--- src/rtl/gpu_pkg.sv ---
// rtl/gpu_pkg.sv - shared core/memory constants and the memory request record
package gpu_pkg;

    localparam int NUM_CORES     = 16;
    localparam int SLOW_LAT      = 10;
    localparam int FAST_LAT      = 3;
    localparam int FAST_BANK_BIT = 15;
    localparam int ADDR_W        = 16;
    localparam int DATA_W        = 16;

    typedef struct packed {
        logic              write;
        logic [ADDR_W-1:0] addr;
        logic [DATA_W-1:0] wdata;
    } mem_req_t;

    function automatic int read_latency(input logic [ADDR_W-1:0] addr, input int slow, input int fast);
        return addr[FAST_BANK_BIT] ? fast : slow;
    endfunction

endpackage

--- src/rtl/rr_arbiter.sv ---
// rtl/rr_arbiter.sv - round-robin one-hot arbiter with rotating start pointer
module rr_arbiter #(
    parameter  int N  = 16,
    localparam int PW = (N > 1) ? $clog2(N) : 1
) (
    input  logic [N-1:0]  req,
    input  logic [PW-1:0] ptr,
    output logic [N-1:0]  grant,
    output logic [PW-1:0] grant_idx,
    output logic          any,
    output logic [PW-1:0] next_ptr
);

    always_comb begin
        int k;
        logic [PW-1:0] idx;
        k         = 0;
        idx       = '0;
        grant     = '0;
        grant_idx = '0;
        any       = 1'b0;
        next_ptr  = ptr;
        // Scan ptr, ptr+1, ... modulo N; the first hit wins.
        for (int i = 0; i < N; i++) begin
            k = int'(ptr) + i;
            if (k >= N) begin
                k = k - N;
            end
            idx = PW'(k);
            if (!any && req[idx]) begin
                any        = 1'b1;
                grant[idx] = 1'b1;
                grant_idx  = idx;
                next_ptr   = (k == N - 1) ? '0 : PW'(k + 1);
            end
        end
    end

endmodule

--- src/rtl/mem_port_arbiter.sv ---
// rtl/mem_port_arbiter.sv - shares one memory port among cores with fixed per-bank read latency
module mem_port_arbiter #(
    parameter int NUM_CORES = gpu_pkg::NUM_CORES,
    parameter int SLOW_LAT  = gpu_pkg::SLOW_LAT,
    parameter int FAST_LAT  = gpu_pkg::FAST_LAT
) (
    input  logic                                clk,
    input  logic                                rst_n,
    input  logic [NUM_CORES-1:0]                req_valid,
    input  logic [NUM_CORES-1:0]                req_write,
    input  logic [gpu_pkg::ADDR_W*NUM_CORES-1:0] req_addr,
    input  logic [gpu_pkg::DATA_W*NUM_CORES-1:0] req_wdata,
    output logic [NUM_CORES-1:0]                req_ready,
    output logic [NUM_CORES-1:0]                rsp_valid,
    output logic [gpu_pkg::DATA_W*NUM_CORES-1:0] rsp_data,
    output logic                                mem_en,
    output logic                                mem_we,
    output logic [gpu_pkg::ADDR_W-1:0]          mem_addr,
    output logic [gpu_pkg::DATA_W-1:0]          mem_wdata,
    input  logic [gpu_pkg::DATA_W-1:0]          mem_rdata
);
    import gpu_pkg::*;

    localparam int PW      = (NUM_CORES > 1) ? $clog2(NUM_CORES) : 1;
    localparam int MAX_LAT = (SLOW_LAT > FAST_LAT) ? SLOW_LAT : FAST_LAT;
    localparam int TW      = $clog2(MAX_LAT + 1);

    logic [PW-1:0]        rr_ptr;
    logic [PW-1:0]        next_ptr;
    logic [PW-1:0]        win_idx;
    logic                 any_grant;
    logic [NUM_CORES-1:0] eligible;
    logic [NUM_CORES-1:0] grant;
    logic [NUM_CORES-1:0] busy;
    logic [TW-1:0]        timer   [NUM_CORES];
    logic [DATA_W-1:0]    rdata_q [NUM_CORES];
    logic                 cap_valid;
    logic [PW-1:0]        cap_idx;
    mem_req_t             win_req;

    assign eligible = req_valid & ~busy;

    rr_arbiter #(.N(NUM_CORES)) u_rr (
        .req       (eligible),
        .ptr       (rr_ptr),
        .grant     (grant),
        .grant_idx (win_idx),
        .any       (any_grant),
        .next_ptr  (next_ptr)
    );

    assign req_ready = grant;

    always_comb begin
        win_req = '0;
        if (any_grant) begin
            win_req.write = req_write[win_idx];
            win_req.addr  = req_addr[win_idx*ADDR_W +: ADDR_W];
            win_req.wdata = req_wdata[win_idx*DATA_W +: DATA_W];
        end
    end

    assign mem_en    = any_grant;
    assign mem_we    = win_req.write;
    assign mem_addr  = win_req.addr;
    assign mem_wdata = win_req.wdata;

    always_ff @(posedge clk or negedge rst_n) begin
        if (!rst_n) begin
            rr_ptr    <= '0;
            busy      <= '0;
            cap_valid <= 1'b0;
            cap_idx   <= '0;
            for (int i = 0; i < NUM_CORES; i++) begin
                timer[i]   <= '0;
                rdata_q[i] <= '0;
            end
        end else begin
            if (any_grant) begin
                rr_ptr <= next_ptr;
            end
            // Memory returns read data one cycle after the grant; park it per core.
            cap_valid <= any_grant & ~win_req.write;
            cap_idx   <= win_idx;
            if (cap_valid) begin
                rdata_q[cap_idx] <= mem_rdata;
            end
            for (int i = 0; i < NUM_CORES; i++) begin
                if (timer[i] != '0) begin
                    timer[i] <= timer[i] - 1'b1;
                end
                if (timer[i] == TW'(1)) begin
                    busy[i] <= 1'b0;
                end
            end
            // Only idle cores are eligible, so this never collides with a running timer.
            if (any_grant && !win_req.write) begin
                busy[win_idx]  <= 1'b1;
                timer[win_idx] <= TW'(read_latency(win_req.addr, SLOW_LAT, FAST_LAT));
            end
        end
    end

    always_comb begin
        rsp_valid = '0;
        rsp_data  = '0;
        for (int i = 0; i < NUM_CORES; i++) begin
            if (timer[i] == TW'(1)) begin
                rsp_valid[i]                   = 1'b1;
                rsp_data[i*DATA_W +: DATA_W] = rdata_q[i];
            end
        end
    end

endmodule

--- config.mk ---
export PLATFORM = sky130hd
export DESIGN_NAME = mem_port_arbiter
export DESIGN_NICKNAME = d
export VERILOG_FILES = /design/src/rtl/gpu_pkg.sv /design/src/rtl/rr_arbiter.sv /design/src/rtl/mem_port_arbiter.sv
export SDC_FILE = /design/constraint.sdc
export NUM_CORES = 1
export LEC_CHECK = 0
export BUFFER_PORTS_ARGS = -buffer_cell sky130_fd_sc_hd__buf_4
export CORE_AREA = 2 2 348 350
export CTS_CLUSTER_SIZE = 28
export DETAILED_ROUTE_END_ITERATION = 8
export DIE_AREA = 0 0 350 352
export SYNTH_ARGS = -nofsm -noshare
export SYNTH_HDL_FRONTEND = slang
export SYNTH_SLANG_ARGS = --single-unit
--- constraint.sdc ---
create_clock -name clk -period 8.2 [get_ports clk]
set_input_delay 0.82 -clock clk [delete_from_list [all_inputs] [get_ports clk]]
set_output_delay 0.82 -clock clk [all_outputs]
set_load 0.03 [all_outputs]
==> metrics.yaml <==
sta:
  period_needed_ns: 8.06
  tightest_slew_ns: 1.24
  setup_viol: 0
  skew_ns: 0.0170
  slew_headroom: 0.169
  fmax_mhz: 124
  rsz0062_at_grt: "no"
  setup_tns_ns: 0
  drv_slew: 0
  finalHoldViolations: 0
  fin_crit_sh: 0.983
floorplanning:
  rows: 127
  die_x_um: 350
  start_util: 0.231
  fp.coreArea_sq_um: 119000
  die_h_um: 352
  ios: 884
  dieArea_sq_um: 123000
detailed_routing:
  wl_per_cell_um: 30.5
  vias: 30800
  ant_nets: 0
  viasPerCell: 5.52
  routed_wl_mm: 170
  drc_errors: 0
  drt_iter0_markers: 3433
  dr.pass1.iters: 6
synthesis:
  yosys_warnings: 0
  yosysTopAreaCell: "dfrtp_1"
  synthesis.area_sq_um: 27500
  ys_types: 97
  synth_area_leaders: "dfrtp_1 31%, mux2_2 11%, and3_1 5.7%, a211oi_1 4.7%, o21ai_0 4.3%"
  synth_area_per_cell_sq_um: 8.76
  synth_top_cell_area_share: 0.313
  ys_ff_latch: 345
  ys.flop_type: "dfrtp_1"
  synth_fp_nets: 3771
  synth-edff-count: 0
  yosysSeqAreaShare: 0.313
  syn_inst: 3143
  synth-async-reset-ratio: 1.00
worst_setup_path:
  crit_top_cell: "buf_4"
  cp.arrival_ns: 7.24
  cp_slowest_cell: "xnor2_1"
  required_ns: 7.38
  reg2reg_slack_ns: 2.17
  worstPathMaxFanout: 46
  slowest_delay_ns: 0.76
  critPathKind: "reg -> out"
  r2r_start: "rr_ptr[1]$_DFFE_PN0P_"
  crit_start: "rr_ptr[1]$_DFFE_PN0P_"
  worstPathCellList: "ha_1 -> buf_4 -> xnor2_1 -> nand4_1 -> a41oi_2 -> nor2_1 -> a2111oi_0 -> a211oi_1 -> o211a_1 -> o21ai_4 -> nand2_4 -> inv_4 -> buf_12 -> a21oi_1 -> buf_4 -> a211oi_1 -> a211o_1 -> buf_4"
  start_kind: "flop"
  endpoint_kind: "primary output"
cts:
  numCtsBuffers: 42
  cts.htree.levels: 2
  clock-root-buffer: "clkbuf_16"
  clkLatencyLatePin_ns: 0.56
  post-cts-setup-buffer-count: 0
  clk_pin_slew_ns: 0.06
  clockBufferDepth: 3
  cts_tree: "yes"
  ctsHoldBuffers: 0
  ctsResizeCount: 0
  clock-sinks: 345
global_route:
  grt_pass1_vias: 29500
  gr-total-overflow: 0
  grt_use_total: 0.263
  grt_pass1_wl_mm: 234
  antenna_found_initial: 47
  grt_max_degree: 193
placed_design:
  portBuffers: 883
  hpwl_mm: 133
  place_congestion: 1.06
  dp_cells: 5491
cells_and_area:
  syn_to_final_growth_pct: 37.4
  fill_cells: 12700
  drive_gt1_frac: 0.370
  fin_cells: 5580
  final_net_count: 4551
job:
  cap_violations: 0
outcome:
  outcome: "completed"
worst_hold_path:
  min_path_type: "in -> async"
[layout by cell type (no fill, tap or decap), drive strengths merged, types with 22 or more instances in the layout]
| cell | instances |
|---|---|
| mux4 | 27 |
| a21o | 22 |
| nor3 | 49 |
| a21oi | 151 |
| or3 | 37 |
| inv | 66 |
| a211oi | 172 |
| and2 | 103 |
| a2111o | 31 |
| mux2i | 25 |
| mux2 | 295 |
| a211o | 39 |
| nand3 | 195 |
| and3 | 250 |
| buf | 1013 |
| dfrtp | 345 |
| xnor2 | 31 |
| nand2b | 62 |
| nor2 | 98 |
| ha | 66 |
| nand3b | 23 |
| o21ai | 246 |
| nand4 | 26 |
| nand2 | 222 |
| clkbuf | 58 |
[through the flow]
stage	instance area (sq um)	utilization	hold WS, ns	setup slack [ns]
after floorplan	27500	-	0.471	1.95
after global placement	36400	0.305	0.479	0.909
after detailed placement	36400	0.305	0.487	1.04
after CTS	37800	0.317	0.391	0.408
after global routing	37800	0.317	0.438	0.0650
final	37900	0.317	0.379	0.138
[synthesized netlist by cell type, types with 17 or more instances]
cell	n
and2_1	102
nand3b_1	23
a2111o_1	31
mux2_2	267
nand4_1	26
nand3_1	194
a211o_1	39
clkbuf_1	221
a31oi_1	18
o211ai_1	17
nor4_1	18
ha_1	66
mux2_4	26
mux2i_1	25
a21o_1	22
nand2b_1	62
o21ai_0	239
nor2_1	97
inv_1	59
buf_2	28
and3_1	250
nor2b_1	18
a21oi_1	150
o22ai_1	17
xnor2_1	31
nand2_1	220
buf_1	17
nor3_1	43
a211oi_1	172
dfrtp_1	345
mux4_2	27
or3_1	35
[worst max-delay path: cells and delay by family (launching register included)]
kind,cells,cell delay (ns)
buffers and inverters,5,1.18
and+or+nand+nor,3,0.69
DFF,1,0.53
AOI/OAI and AO/OA,8,3.18
adders and majority gates,1,0.25
xor gates and xnor gates,1,0.76
[path summary, 6_finish.rpt]
| check | endpoint | cells after the start |
|---|---|---|
| worst max-delay path | mem_wdata[1] | 18 |
| worst min-delay path | rdata_q[202]$_DFFE_PN0P_ | 1 |
| worst max register to register | timer[55]$_DFF_PN0_ | 16 |
| worst min register to register | rdata_q[213]$_DFFE_PN0P_ | 1 |
| max in group asynchronous | rdata_q[178]$_DFFE_PN0P_ | 2 |
| min in group clk | rdata_q[213]$_DFFE_PN0P_ | 1 |
[layout make-up]
class | instances | area (sq um) | area share
Inverter | 65 | 249 | 0.00658
Clock inverter | 15 | 183 | 0.00483
Tap cell | 1612 | 2020 | 0.0533
Timing Repair Buffer | 1013 | 7840 | 0.207
Multi-Input combinational cell | 2456 | 17700 | 0.467
Antenna cell | 16 | 40.0 | 0.00106
Sequential cell | 345 | 8630 | 0.228
Clock buffer | 58 | 1230 | 0.0326
[sequential cells by signal, indices dropped and copies added, names as in the netlist]
signal,cells
timer,64
cap_valid,1
busy,16
cap_idx,4
rr_ptr,4
rdata_q,256
[cells by family (layout without fill, tap and decap cells)]
| kind of cell | Yosys count | after routing | share of synthesized area |
|---|---|---|---|
| mux | 347 | 347 | 0.155 |
| flops | 345 | 345 | 0.313 |
| fa+ha+maj | 66 | 66 | 0.0300 |
| other cells | 0 | 16 | 0 |
| simple gates | 1151 | 1151 | 0.228 |
| buf+inv | 342 | 1151 | 0.0504 |
| xor+xnor | 36 | 36 | 0.0124 |
| compound gates | 856 | 856 | 0.210 |
[routing by layer]
metal	up-vias	global-route usage	part of all wire
met5	-	0	0.0011
met4	30	0.0662	0.028
met3	276	0.0785	0.11
li1	13300	-	-
met2	1675	0.375	0.41
met1	15500	0.380	0.45
Power is left out: the tool's default activity adds up to more than one toggle a clock period on the data nets, which glitch-free logic cannot reach.
